===== config.mk =====
export PLATFORM = sky130hd
export DESIGN_NAME = pkt_switch_n
export DESIGN_NICKNAME = d
export VERILOG_FILES = /design/src/rtl/pkt_switch_n.sv
export SDC_FILE = /design/constraint.sdc
export NUM_CORES = 1
export LEC_CHECK = 0
export BUFFER_PORTS_ARGS = -buffer_cell sky130_fd_sc_hd__buf_2
export CAP_MARGIN = 15
export CORE_MARGIN = 2
export CORE_UTILIZATION = 45
export DETAILED_ROUTE_END_ITERATION = 10
export GPL_ROUTABILITY_DRIVEN = 1
export GPL_TIMING_DRIVEN = 0
export SLEW_MARGIN = 10
export SYNTH_ARGS = -nofsm -noshare
export SYNTH_HDL_FRONTEND = slang
export SYNTH_SLANG_ARGS = --single-unit

===== constraint.sdc =====
create_clock -name clk -period 5.12 [get_ports clk]
set_input_delay 0.256 -clock clk [delete_from_list [all_inputs] [get_ports clk]]
set_output_delay 0.256 -clock clk [all_outputs]
set_load 0.02 [all_outputs]

===== src/rtl/pkt_switch_n.sv =====
// pkt_switch_n: one input byte stream routed to NUM_PORTS output queues.
// Each queue has a programmable address register. Headers that match no
// register send the packet to DROP, where it is counted in drop_cnt.
// The last byte of a packet (data_status low) is a parity byte. It is
// checked against the XOR of the header and the payload.
//
// Handshake: the source presents data/data_status. A byte is taken at a
// rising edge only when busy is low. While busy is high the source must
// hold data and data_status unchanged.
module pkt_switch_n #(
  parameter int NUM_PORTS  = 4,
  parameter int DATA_W     = 8,
  parameter int FIFO_DEPTH = 16,
  parameter int IDX_W      = (NUM_PORTS > 1) ? $clog2(NUM_PORTS) : 1
) (
  input  logic                        clk,
  input  logic                        reset,
  input  logic                        data_status,
  input  logic [DATA_W-1:0]           data,
  output logic                        busy,
  input  logic                        mem_en,
  input  logic                        mem_rd_wr,
  input  logic [IDX_W-1:0]            mem_add,
  input  logic [DATA_W-1:0]           mem_data,
  output logic [NUM_PORTS*DATA_W-1:0] port,
  output logic [NUM_PORTS-1:0]        ready,
  input  logic [NUM_PORTS-1:0]        read,
  output logic                        parity_err,
  output logic [7:0]                  drop_cnt,
  output logic [1:0]                  state_dbg
);

  localparam int PTR_W = $clog2(FIFO_DEPTH);
  localparam int CNT_W = PTR_W + 1;

  typedef enum logic [1:0] {S_IDLE = 2'd0, S_ROUTE = 2'd1, S_DROP = 2'd2} state_t;

  state_t              r_state, w_state_nxt;
  logic [DATA_W-1:0]   r_addr [NUM_PORTS];
  logic [IDX_W-1:0]    r_dest;
  logic [DATA_W-1:0]   r_acc;
  logic                r_perr;
  logic [7:0]          r_drop;

  logic [NUM_PORTS-1:0] w_full;
  logic                 w_hit;
  logic [IDX_W-1:0]     w_hit_idx;
  logic                 w_busy, w_push, w_start, w_par_chk, w_drop_done;
  logic [IDX_W-1:0]     w_push_idx;

  // Address decode; scanning from the top down leaves the lowest match.
  always_comb begin
    w_hit     = 1'b0;
    w_hit_idx = '0;
    for (int i = NUM_PORTS - 1; i >= 0; i--) begin
      if (r_addr[i] == data) begin
        w_hit     = 1'b1;
        w_hit_idx = IDX_W'(i);
      end
    end
  end

  // FSM state register.
  always_ff @(posedge clk) begin
    if (reset) r_state <= S_IDLE;
    else       r_state <= w_state_nxt;
  end

  // Next-state logic, backpressure and queue write control.
  always_comb begin
    w_state_nxt = r_state;
    w_busy      = 1'b0;
    w_push      = 1'b0;
    w_push_idx  = r_dest;
    w_start     = 1'b0;
    w_par_chk   = 1'b0;
    w_drop_done = 1'b0;
    case (r_state)
      S_IDLE: begin
        if (data_status) begin
          if (w_hit) begin
            if (w_full[w_hit_idx]) begin
              w_busy = 1'b1;
            end else begin
              w_push      = 1'b1;
              w_push_idx  = w_hit_idx;
              w_start     = 1'b1;
              w_state_nxt = S_ROUTE;
            end
          end else begin
            w_state_nxt = S_DROP;
          end
        end
      end
      S_ROUTE: begin
        if (w_full[r_dest]) begin
          w_busy = 1'b1;
        end else begin
          w_push = 1'b1;
          if (!data_status) begin
            w_par_chk   = 1'b1;
            w_state_nxt = S_IDLE;
          end
        end
      end
      S_DROP: begin
        if (!data_status) begin
          w_drop_done = 1'b1;
          w_state_nxt = S_IDLE;
        end
      end
      default: w_state_nxt = S_IDLE;
    endcase
  end

  // Packet context: latched destination, parity accumulator, error pulse, drop counter.
  always_ff @(posedge clk) begin
    if (reset) begin
      r_dest <= '0;
      r_acc  <= '0;
      r_perr <= 1'b0;
      r_drop <= '0;
    end else begin
      r_perr <= w_par_chk && (data != r_acc);
      if (w_start) begin
        r_dest <= w_hit_idx;
        r_acc  <= data;
      end else if (w_push && data_status) begin
        r_acc <= r_acc ^ data;
      end
      if (w_drop_done && (r_drop != 8'hFF)) r_drop <= r_drop + 8'd1;
    end
  end

  // Address registers. A write affects headers decoded from the next cycle on.
  always_ff @(posedge clk) begin
    for (int i = 0; i < NUM_PORTS; i++) begin
      if (reset) r_addr[i] <= DATA_W'(i);
      else if (mem_en && mem_rd_wr && (mem_add == IDX_W'(i))) r_addr[i] <= mem_data;
    end
  end

  for (genvar g = 0; g < NUM_PORTS; g++) begin : g_q
    logic [DATA_W-1:0] r_mem [FIFO_DEPTH];
    logic [PTR_W-1:0]  r_wp, r_rp;
    logic [CNT_W-1:0]  r_cnt;
    logic [DATA_W-1:0] r_port;
    logic              w_push_q, w_pop_q;

    assign w_push_q = w_push && (w_push_idx == IDX_W'(g));
    assign w_pop_q  = read[g] && (r_cnt != '0);

    // Queue storage; no reset is needed because the pointers qualify the contents.
    always_ff @(posedge clk) begin
      if (w_push_q) r_mem[r_wp] <= data;
    end

    // Queue pointers, occupancy and the registered read port.
    always_ff @(posedge clk) begin
      if (reset) begin
        r_wp   <= '0;
        r_rp   <= '0;
        r_cnt  <= '0;
        r_port <= '0;
      end else begin
        if (w_push_q) r_wp <= r_wp + PTR_W'(1);
        if (w_pop_q) begin
          r_port <= r_mem[r_rp];
          r_rp   <= r_rp + PTR_W'(1);
        end
        if (w_push_q && !w_pop_q)      r_cnt <= r_cnt + CNT_W'(1);
        else if (!w_push_q && w_pop_q) r_cnt <= r_cnt - CNT_W'(1);
      end
    end

    assign w_full[g]                   = (r_cnt == CNT_W'(FIFO_DEPTH));
    assign ready[g]                    = (r_cnt != '0);
    assign port[g*DATA_W +: DATA_W]    = r_port;
  end

  assign busy       = w_busy;
  assign parity_err = r_perr;
  assign drop_cnt   = r_drop;
  assign state_dbg  = r_state;

endmodule


==> flow_summary.yaml, run 1 <==
outcome:
  status: "completed"
critical_path:
  critPathArrivalTime_ns: 4.96
  crit_required_ns: 5.64
  worst-r2r-cell-count: 15
  r2r_setup_slack_ns: 0.98
  reg2reg_to: "g_q[1].r_cnt[4]$_SDFFE_PP0P_"
  cp-end-kind: "flip-flop"
  cp-start-kind: "input port"
  r2r-start: "r_addr[2][6]$_SDFFCE_PN0P_"
  cp_max_fo: 41
  worstSetupPathType: "in2reg"
global_route:
  grt-ovfl-total: 0
  first_global_vias: 14300
  antenna_found_initial: 1
  grt_usage: 0.200
  grt_max_degree: 66
  grt_first_pass_wirelength_um: 89100
clock_network:
  cts_buffer_depth: 3
  cts_max_level: 3
  cts_buffers: 67
  clkSlewWorstSetupHoldPaths_ns: 0.06
  cts_root_buffer: "clkbuf_16"
  cts_sinks: 649
  post_cts_buffers: 0
  clk_latency_ns: 0.61
  tritoncts: "built"
floorplanning:
  core_mm2: 0.0587
  die_y_um: 247
  dieArea_mm2: 0.0610
  fp.dieW_um: 247
  io_pins: 75
  initial_core_util: 0.453
  rows: 89
sta:
  relSlewSlack: 0.278
  timing.final.ws_setup_ns: 0.685
  max_freq_mhz: 225
  period_needed_ns: 4.44
  finalMaxSlewViolations: 0
  final-hold-violation-count: 0
  timing.final.crit_share: 0.866
  max_slew.worst_pin.slew_ns: 1.08
  fin_skew_ns: 0.0266
  rsz0062_at_grt: "false"
  setup_violations: 0
logic_synthesis:
  synthDistinctLibCells: 53
  async_flop_share: 0
  netlist_instances: 1568
  avgSynthCellArea_um2: 17.0
  synth-seq-cells: 649
  ys_seq_area_frac: 0.693
  syn_area_mm2: 0.0266
  synth.top_cell.area_share: 0.614
  yosys.cell_count.top_type: "edfxtp_1"
  synth_common_cells: "544 x edfxtp_1, 161 x mux4_2, 127 x nor2_1"
  synth_edf_count: 544
  synth_warnings: 0
  ys.flop_type: "edfxtp_1"
  synth_nets: 1641
  synth_top_area_cell: "edfxtp_1"
  synth_area_leaders: "edfxtp_1 61%, mux4_2 14%, dfxtp_1 7.9%"
route:
  ant_nets: 0
  dr_wl_met2_um: 28200
  vias: 14000
  drc: 0
  maxUsedRoutingLayer: "met4"
  drt_wl_total_um: 59000
  wl_met1_um: 26400
  met3WireLength_um: 3290
  drtIter0Drc: 1049
  viasPerCell: 5.48
  dr.pass1.iters: 5
  avgRoutedWirePerCell_um: 23.1
final_layout:
  nNetsFinal: 1800
  fillers: 4761
  area_growth_syn_to_layout_pct: 14.1
  drive_gt1_frac: 0.215
  diodes: 0
  multi_input_area_mm2: 0.00774
  seqCellArea_mm2: 0.0184
power_and_ir_drop:
  power.total_mw: 14.0
  leakage_nw: 9.83
  pwr-share-clk: 0.351
  swShare: 0.273
  sequentialPowerShare: 0.434
  internal_power_mw: 10.2
  p_switching_mw: 3.82
  power.density_mw_per_mm2: 462
  p_comb_frac: 0.215
  ir_drop_v: 0.000225
run:
  max-cap-violations: 0
worst_hold_path:
  hold_start: "mem_data[5]"
  hold_end: "r_addr[2][5]$_SDFFCE_PN0P_"
  hold_class: "in2reg"
  hold_depth: 2
placement:
  gp_congestion: 0.839
  pre_cts_ws_ns: -0.305
  hpwl_um: 38800
  portBuffers: 74
## cell usage in the layout, fill, tap and decap left out, types with 6 or more instances in the layout
cell type and count:
a21oi_1 71, inv_1 25, nor3_1 11, xor2_1 43, buf_4 9, nor2b_1 9, nand3_1 6, nand4_1 18
buf_1 36, nand2b_1 14, clkbuf_1 54, mux2i_1 9, nor3_2 8, nor2_1 127, clkinv_2 9, nand2_1 123
buf_2 82, edfxtp_1 544, clkbuf_16 73, o21ai_0 14, nor4_1 6, or3_1 16, bufinv_16 6, dfxtp_1 105
clkinv_1 9, xnor2_1 35, and2_1 35, mux4_2 161, a21o_1 7, a31oi_1 8, ha_1 42
## sequential cells by signal, indices dropped and copies added, names as in the netlist
register,cells
g_q.r_cnt,20
g_q.r_wp,16
r_dest,2
drop_cnt,8
state_dbg,2
g_q.r_mem,512
r_acc,8
parity_err,1
r_addr,32
g_q.r_rp,16
g_q.r_port,32
## metal layers
| metal | global-route usage | vias to the layer above |
|---|---|---|
| met5 | 0 | - |
| met4 | 0.0576 | 0 |
| met3 | 0.0313 | 78 |
| met2 | 0.319 | 345 |
| met1 | 0.286 | 7204 |
| li1 | - | 6334 |
## final cells by class
cell class	instances	share of cell area
timing repair buffer	90	0.0179
clock buffer	97	0.0645
sequential	649	0.608
multi-input combinational	808	0.255
inverter	29	0.00359
clock inverter	21	0.00829
tap	773	0.0319
buffer	82	0.0114
## how the worst max path moves through the flow
stage	startpoint	end	slack, ns	depth (start not counted)
2_1_floorplan	data[4]	g_q[1].r_cnt[4]$_SDFFE_PP0P_	1.52	16
3_3_place_gp	data[2]	g_q[1].r_cnt[4]$_SDFFE_PP0P_	-0.18	17
3_5_place_dp	data[5]	g_q[1].r_cnt[4]$_SDFFE_PP0P_	-0.30	17
4_1_cts	data[5]	g_q[1].r_cnt[4]$_SDFFE_PP0P_	0.33	17
5_1_grt	data[0]	g_q[1].r_cnt[4]$_SDFFE_PP0P_	0.40	18
6_report	data[0]	g_q[1].r_cnt[4]$_SDFFE_PP0P_	0.68	18
## critical path, stage by stage
cell,delay [ns]
buf_2,0.45
buf_12,0.28
buf_2,0.29
xnor2_1,0.15
nand4_1,0.28
or2_2,0.39
a41o_1,0.28
a31oi_4,0.33
buf_6,0.20
mux2_4,0.36
ha_1,0.25
inv_1,0.14
ha_1,0.29
a21o_1,0.19
a21oi_1,0.21
xnor2_1,0.10
or3_1,0.31
a21oi_1,0.14
## metrics by stage
stage                     instances  utilization  area (um^2)  hold slack (ns)  setup TNS, ns
after floorplan                1568            -        26600            0.355              0
after global placement         2415        0.476        27900            0.445          -6.83
after detailed placement       2427        0.479        28100            0.447          -1.34
after CTS                      2548        0.517        30300          0.00397              0
after global routing           2549        0.517        30300           0.0256              0
final                          2549        0.517        30300           0.0320              0
## power by group through the flow
stage	sequential (mW)	clock (mW)	combinational, mW
after global placement	6.19	0	3.01
after detailed placement	6.20	0	3.05
final	6.09	4.92	3.01
after global routing	6.12	5.23	3.32
after CTS	6.09	5.02	3.06
after floorplan	6.27	0	2.05
## cell families (layout without fill, tap and decap cells)
family	count (synthesis)	in the layout	synth area share
AO/OA/AOI/OAI	114	114	0.0253
XOR/XNOR	78	78	0.0257
adder cells (fa/ha/maj)	46	46	0.0228
AND/OR/NAND/NOR	388	388	0.0696
flip-flops	649	649	0.693
buffers and inverters	111	319	0.0171
multiplexers	182	182	0.146
## what timing repair did
item | in CTS | in global routing
endpoints found under the setup margin | 0 | 0
hold buffers | 3 | 0
endpoints found under the hold margin | 11 | 0
gates resized for setup | 0 | 0
Note: power is estimated with default switching activity, not from simulation.
==> inputs of run 2 (changes only) <==
--- a/config.mk
+++ b/config.mk
@@ -12,6 +12,9 @@
 export DETAILED_ROUTE_END_ITERATION = 10
 export GPL_ROUTABILITY_DRIVEN = 1
 export GPL_TIMING_DRIVEN = 0
+export HOLD_SLACK_MARGIN = 0.15
+export PLACE_DENSITY = 0.71
+export SKIP_LAST_GASP = 1
 export SLEW_MARGIN = 10
 export SYNTH_ARGS = -nofsm -noshare
 export SYNTH_HDL_FRONTEND = slang
==> run 2 against run 1 <==
Compared with the run above: critical path depth unchanged; clock skew decreased by 0.0099 ns; sequential share of layout area increased by 0.063 points; die area unchanged; hold slack improved by 0.16 ns; cell count increased by 0.35%; non-clock buffer count increased by 15; combinational power increased by 1%; setup slack improved by 0.044 ns.
==> flow_summary.yaml, run 2 (synthesis gave the netlist of run 1 again) <==
floorplanning:
  rows: 89
  die_y_um: 247
  initial_core_util: 0.453
  io_pins: 75
  core_mm2: 0.0587
  fp.dieW_um: 247
  dieArea_mm2: 0.0610
clock_network:
  cts_buffers: 60
  cts_resized: 0
  clk_latency_ns: 0.62
  cts_root_buffer: "clkbuf_16"
  post_cts_buffers: 0
  cts_buffer_depth: 3
  clkSlewWorstSetupHoldPaths_ns: 0.07
  tritoncts: "built"
  cts_sinks: 649
  cts_max_level: 2
global_route:
  met3_usage: 0.0394
  grt_first_pass_wirelength_um: 88300
  grt_use_met2: 0.317
  grt-ovfl-total: 0
  grt-busiest-layer: "met2"
  grt_util_met1: 0.261
  antenna_found_initial: 0
  grt_usage: 0.195
  first_global_vias: 14500
  grt_max_degree: 66
route:
  drt_wl_total_um: 58700
  ant_nets: 0
  vias: 14300
  drc: 0
  drtIter0Drc: 1369
  viasPerCell: 5.59
  avgRoutedWirePerCell_um: 22.9
  dr.pass1.iters: 5
final_layout:
  drive_gt1_frac: 0.211
  regMostFlops: "g_q.r_mem"
  largest_reg_flops: 512
  area_growth_syn_to_layout_pct: 14.0
  layout_common_cells: "544 x edfxtp_1, 161 x mux4_2, 127 x nor2_1"
  layout_commonest_cell: "edfxtp_1"
  nNetsFinal: 1808
  top_regs: "g_q.r_mem x512, g_q.r_port x32, r_addr x32"
  diodes: 0
sta:
  final-hold-violation-count: 0
  fin_skew_ns: 0.0167
  max_slew.worst_pin.slew_ns: 1.17
  rsz0062_at_grt: "false"
  relSlewSlack: 0.220
  max_freq_mhz: 228
  fin_hold_ws_ns: 0.194
  setup_violations: 0
  period_needed_ns: 4.39
  finalMaxSlewViolations: 0
  timing.final.ws_setup_ns: 0.729
  timing.final.crit_share: 0.858
power_and_ir_drop:
  p_switching_mw: 3.80
  sequentialPowerShare: 0.443
  p_comb_frac: 0.221
  power.density_mw_per_mm2: 454
  swShare: 0.276
  ir_drop_v: 0.000319
  pwr-share-clk: 0.336
  internal_power_mw: 9.96
  leakage_nw: 9.79
placement:
  gp_congestion: 0.869
  pre_cts_ws_ns: -0.284
  portBuffers: 74
  hpwl_um: 38200
critical_path:
  r2r_setup_slack_ns: 1.07
  worst-r2r-cell-count: 15
  cp_max_fo: 33
  startpoint: "data[3]"
  critPathArrivalTime_ns: 4.93
  r2r-start: "r_addr[3][5]$_SDFFCE_PN0P_"
  cp-start-kind: "input port"
  worstSetupPathType: "in2reg"
  endpoint: "g_q[1].r_cnt[4]$_SDFFE_PP0P_"
  crit_required_ns: 5.66
  cp-end-kind: "flip-flop"
  reg2reg_to: "g_q[1].r_cnt[4]$_SDFFE_PP0P_"
worst_hold_path:
  hold_start: "data[4]"
  hold_class: "in2reg"
run:
  max-cap-violations: 0
outcome:
  status: "completed"
-- run 2: changes by cell type in the layout (fill, tap and decap cells not counted), sizes merged --
cell,change
dlygate4sd3,+13
clkbuf,-6
buf,+1
bufinv,+1
clkinv,-1
inv,+1
-- run 2: area by class of cell --
cell class / count / area, um^2
clock buffers: 90 / 1760
multi-input cells: 808 / 7720
inverters: 29 / 109
repair buffers: 105 / 686
plain buffers: 82 / 345
flip-flops and latches: 649 / 18400
well taps: 773 / 967
clock inverters: 22 / 294
fillers: 4602 / 28400
-- run 2: critical path, stage by stage --
cell,delay (ns)
buf_2,0.54
buf_12,0.29
buf_2,0.28
xnor2_1,0.14
nand4_1,0.22
nor3b_1,0.42
o2111ai_4,0.19
a31oi_4,0.39
buf_6,0.20
mux2_4,0.36
ha_1,0.24
inv_1,0.14
ha_1,0.29
a21o_1,0.19
a21oi_1,0.18
xnor2_1,0.10
or3_1,0.31
a21oi_1,0.13
-- run 2: timing repair --
item	4_1_cts	5_1_grt
endpoints found under the hold margin	34	0
endpoints found under the setup margin	0	0
hold buffers	16	0
-- run 2: worst min path at each step --
stage | cells past startpoint | endpoint
global route | 1 | g_q[1].r_mem[13][4]$_DFFE_PP_
global placement | 2 | g_q[2].r_port[6]$_SDFFE_PP0P_
floorplan | 0 | g_q[0].r_mem[0][0]$_DFFE_PP_
CTS | 1 | g_q[1].r_mem[13][4]$_DFFE_PP_
detailed placement | 2 | g_q[2].r_port[2]$_SDFFE_PP0P_
finish | 1 | g_q[1].r_mem[8][4]$_DFFE_PP_
-- run 2: power groups by stage --
stage               logic [mW]  registers [mW]  clock network [mW]
finish                    3.05            6.09                4.62
global route              3.33            6.12                4.89
CTS                       3.07            6.10                4.69
detailed placement        3.05            6.21                   0
global placement          2.97            6.20                   0
floorplan                 2.05            6.27                   0
-- run 2: per-stage QoR --
step	total power [mW]	cell area (um^2)	setup TNS, ns	util	cells
6_report	13.8	30300	0	0.517	2558
5_1_grt	14.3	30300	0	0.517	2558
4_1_cts	13.9	30300	0	0.516	2556
3_5_place_dp	9.26	28100	-6.22	0.478	2428
3_3_place_gp	9.17	27900	-0.600	0.476	2415
2_1_floorplan	8.32	26600	0	-	1568
-- run 2: metal layers --
metal  vias up  part of all wire
met4         0             0.034
met2       435              0.49
met1      7403              0.42
li1       6351                 -
met5         -                 0
met3       115             0.064
==> inputs of run 3 (changes only) <==
--- a/config.mk
+++ b/config.mk
@@ -13,7 +13,7 @@
 export GPL_ROUTABILITY_DRIVEN = 1
 export GPL_TIMING_DRIVEN = 0
 export HOLD_SLACK_MARGIN = 0.15
-export PLACE_DENSITY = 0.71
+export PLACE_DENSITY = 0.69
 export SKIP_LAST_GASP = 1
 export SLEW_MARGIN = 10
 export SYNTH_ARGS = -nofsm -noshare
==> run 3 against run 2 <==
Compared with the run above: maximum frequency grew 1.3%; clock power grew 7.8%; cell count grew 0.31%; hold slack lost 0.0088 ns; critical path depth shrank 1; clock-buffer cell count grew 3; largest power group unchanged; highest routed layer unchanged.
==> flow_summary.yaml, run 3 (synthesis gave the netlist of run 1 again) <==
outcome:
  status: "completed"
critical_path:
  reg2reg_to: "g_q[1].r_cnt[4]$_SDFFE_PP0P_"
  cp-start-kind: "input port"
  cp_top_family: "buffers and inverters"
  critPathArrivalTime_ns: 4.87
  crit_required_ns: 5.66
  worstSetupPathType: "in2reg"
  r2r_setup_slack_ns: 0.99
  cp_slowest_cell: "buf_2"
  cp_max_fo: 38
  worst-r2r-cell-count: 14
  r2r-start: "g_q[2].r_cnt[0]$_SDFFE_PP0P_"
  path_cells: "buf_2 -> buf_2 -> xnor2_1 -> nand4_1 -> nor3b_1 -> o2111ai_4 -> a31oi_4 -> buf_6 -> mux2_4 -> ha_1 -> inv_1 -> ha_1 -> a21o_1 -> a21oi_1 -> xnor2_1 -> or3_1 -> a21oi_1"
  critPathMaxStageDelay_ns: 0.65
  path_buf_inv: 4
  cp-end-kind: "flip-flop"
floorplanning:
  initial_core_util: 0.453
  die_y_um: 247
  rows: 89
  core_mm2: 0.0587
  fp.dieW_um: 247
  dieArea_mm2: 0.0610
  io_pins: 75
route:
  drt_wl_total_um: 58200
  vias: 14200
  drc: 0
  viasPerCell: 5.55
  dr.pass1.iters: 5
  ant_nets: 0
  avgRoutedWirePerCell_um: 22.7
  drtIter0Drc: 1143
global_route:
  antenna_found_initial: 0
  first_global_vias: 14300
  grt-ovfl-total: 0
  grt_max_degree: 66
  grt_first_pass_wirelength_um: 87400
  grt_usage: 0.195
final_layout:
  nNetsFinal: 1810
  top_regs: "g_q.r_mem x512, g_q.r_port x32, r_addr x32"
  fillers: 4630
  diodes: 0
  layout_common_cells: "544 x edfxtp_1, 161 x mux4_2, 127 x nor2_1"
  layout_commonest_cell: "edfxtp_1"
  largest_reg_flops: 512
  drive_gt1_frac: 0.212
  area_growth_syn_to_layout_pct: 14.7
  regMostFlops: "g_q.r_mem"
clock_network:
  cts_sinks: 649
  clkSlewWorstSetupHoldPaths_ns: 0.06
  clk_latency_ns: 0.61
  cts_buffers: 69
  cts_root_buffer: "clkbuf_16"
  tritoncts: "built"
  cts_buffer_depth: 3
  cts_resized: 0
  cts_max_level: 3
sta:
  max_slew.worst_pin.slew_ns: 1.10
  timing.final.crit_share: 0.847
  final-hold-violation-count: 0
  setup_violations: 0
  finalMaxSlewViolations: 0
  relSlewSlack: 0.264
  tns_ns: 0
  fin_skew_ns: 0.0357
  max_freq_mhz: 231
  rsz0062_at_grt: "false"
  period_needed_ns: 4.34
power_and_ir_drop:
  leakage_nw: 9.89
  sequentialPowerShare: 0.432
  p_switching_mw: 3.88
  internal_power_mw: 10.2
  power.density_mw_per_mm2: 462
  ir_drop_v: 0.000267
  power.total_mw: 14.1
  pwr-share-clk: 0.353
  p_comb_frac: 0.214
  swShare: 0.275
placement:
  hpwl_um: 37800
  gp_congestion: 0.815
  portBuffers: 74
worst_hold_path:
  hold_depth: 5
  hold_start: "read[1]"
  hold_end: "g_q[1].r_rp[2]$_SDFFE_PP0P_"
  hold_class: "in2reg"
run:
  max-cap-violations: 0
[run 3: changes by cell type in the layout (fill, tap and decap cells not counted), sizes merged]
cell / before / now
dlygate4sd3: 16 / 12
clkbuf: 126 / 128
bufinv: 7 / 6
clkinv: 17 / 31
clkinvlp: 1 / 0
buf: 135 / 133
[run 3: metal layers]
layer | up-vias | routed length (um) | GRT usage
met5 | - | 0 | 0
met4 | 0 | 1540 | 0.0696
met3 | 89 | 3350 | 0.0309
met2 | 429 | 28500 | 0.315
met1 | 7359 | 24800 | 0.268
li1 | 6361 | - | -
[run 3: area by class of cell]
cell class              count  area, um^2  area share
repair buffers             98         633      0.0208
clock buffers              93        1950      0.0640
inverters                  29         109     0.00357
plain buffers              82         345      0.0113
flip-flops and latches    649       18400       0.604
multi-input cells         808        7730       0.253
well taps                 773         967      0.0317
clock inverters            34         327      0.0107
[run 3: worst max path at each step]
stage,startpoint,endpoint,slack [ns],depth (start not counted)
floorplan,data[4],g_q[1].r_cnt[4]$_SDFFE_PP0P_,1.52,16
global placement,data[2],g_q[1].r_cnt[4]$_SDFFE_PP0P_,-0.08,17
detailed placement,data[5],g_q[1].r_cnt[4]$_SDFFE_PP0P_,-0.20,17
CTS,data[5],g_q[1].r_cnt[4]$_SDFFE_PP0P_,0.45,17
global route,data[3],g_q[3].r_cnt[4]$_SDFFE_PP0P_,0.61,16
finish,data[3],g_q[1].r_cnt[4]$_SDFFE_PP0P_,0.78,17
[run 3: repair_timing]
item                                    CTS  global route
endpoints found under the setup margin    0             0
buffers inserted                          0             0
endpoints found under the hold margin    32             0
hold buffers                             12             0
[run 3: per-stage QoR]
step | utilization | hold slack, ns | worst slack (ns) | cells | area (um^2)
6_report | 0.520 | 0.185 | 0.785 | 2566 | 30500
5_1_grt | 0.520 | 0.196 | 0.608 | 2566 | 30500
4_1_cts | 0.519 | 0.152 | 0.449 | 2564 | 30500
3_5_place_dp | 0.478 | 0.446 | -0.198 | 2425 | 28100
3_3_place_gp | 0.476 | 0.442 | -0.0771 | 2415 | 27900
2_1_floorplan | - | 0.355 | 1.52 | 1568 | 26600
[run 3: power by group through the flow]
stage | clock network, mW | registers (mW) | logic [mW]
finish | 4.98 | 6.10 | 3.02
CTS | 5.07 | 6.10 | 3.04
global route | 5.28 | 6.12 | 3.27
detailed placement | 0 | 6.21 | 3.02
global placement | 0 | 6.20 | 2.94
floorplan | 0 | 6.27 | 2.05
[run 3: worst register-to-register path: cells and delay by family (launching register included)]
kind                     cells  cell delay [ns]
AND/OR/NAND/NOR              3             1.42
buffers and inverters        2             0.35
adder cells (fa/ha/maj)      2             0.55
AO/OA/AOI/OAI                5             0.93
multiplexers                 1             0.36
flip-flops                   1             0.34
XOR/XNOR                     1             0.09
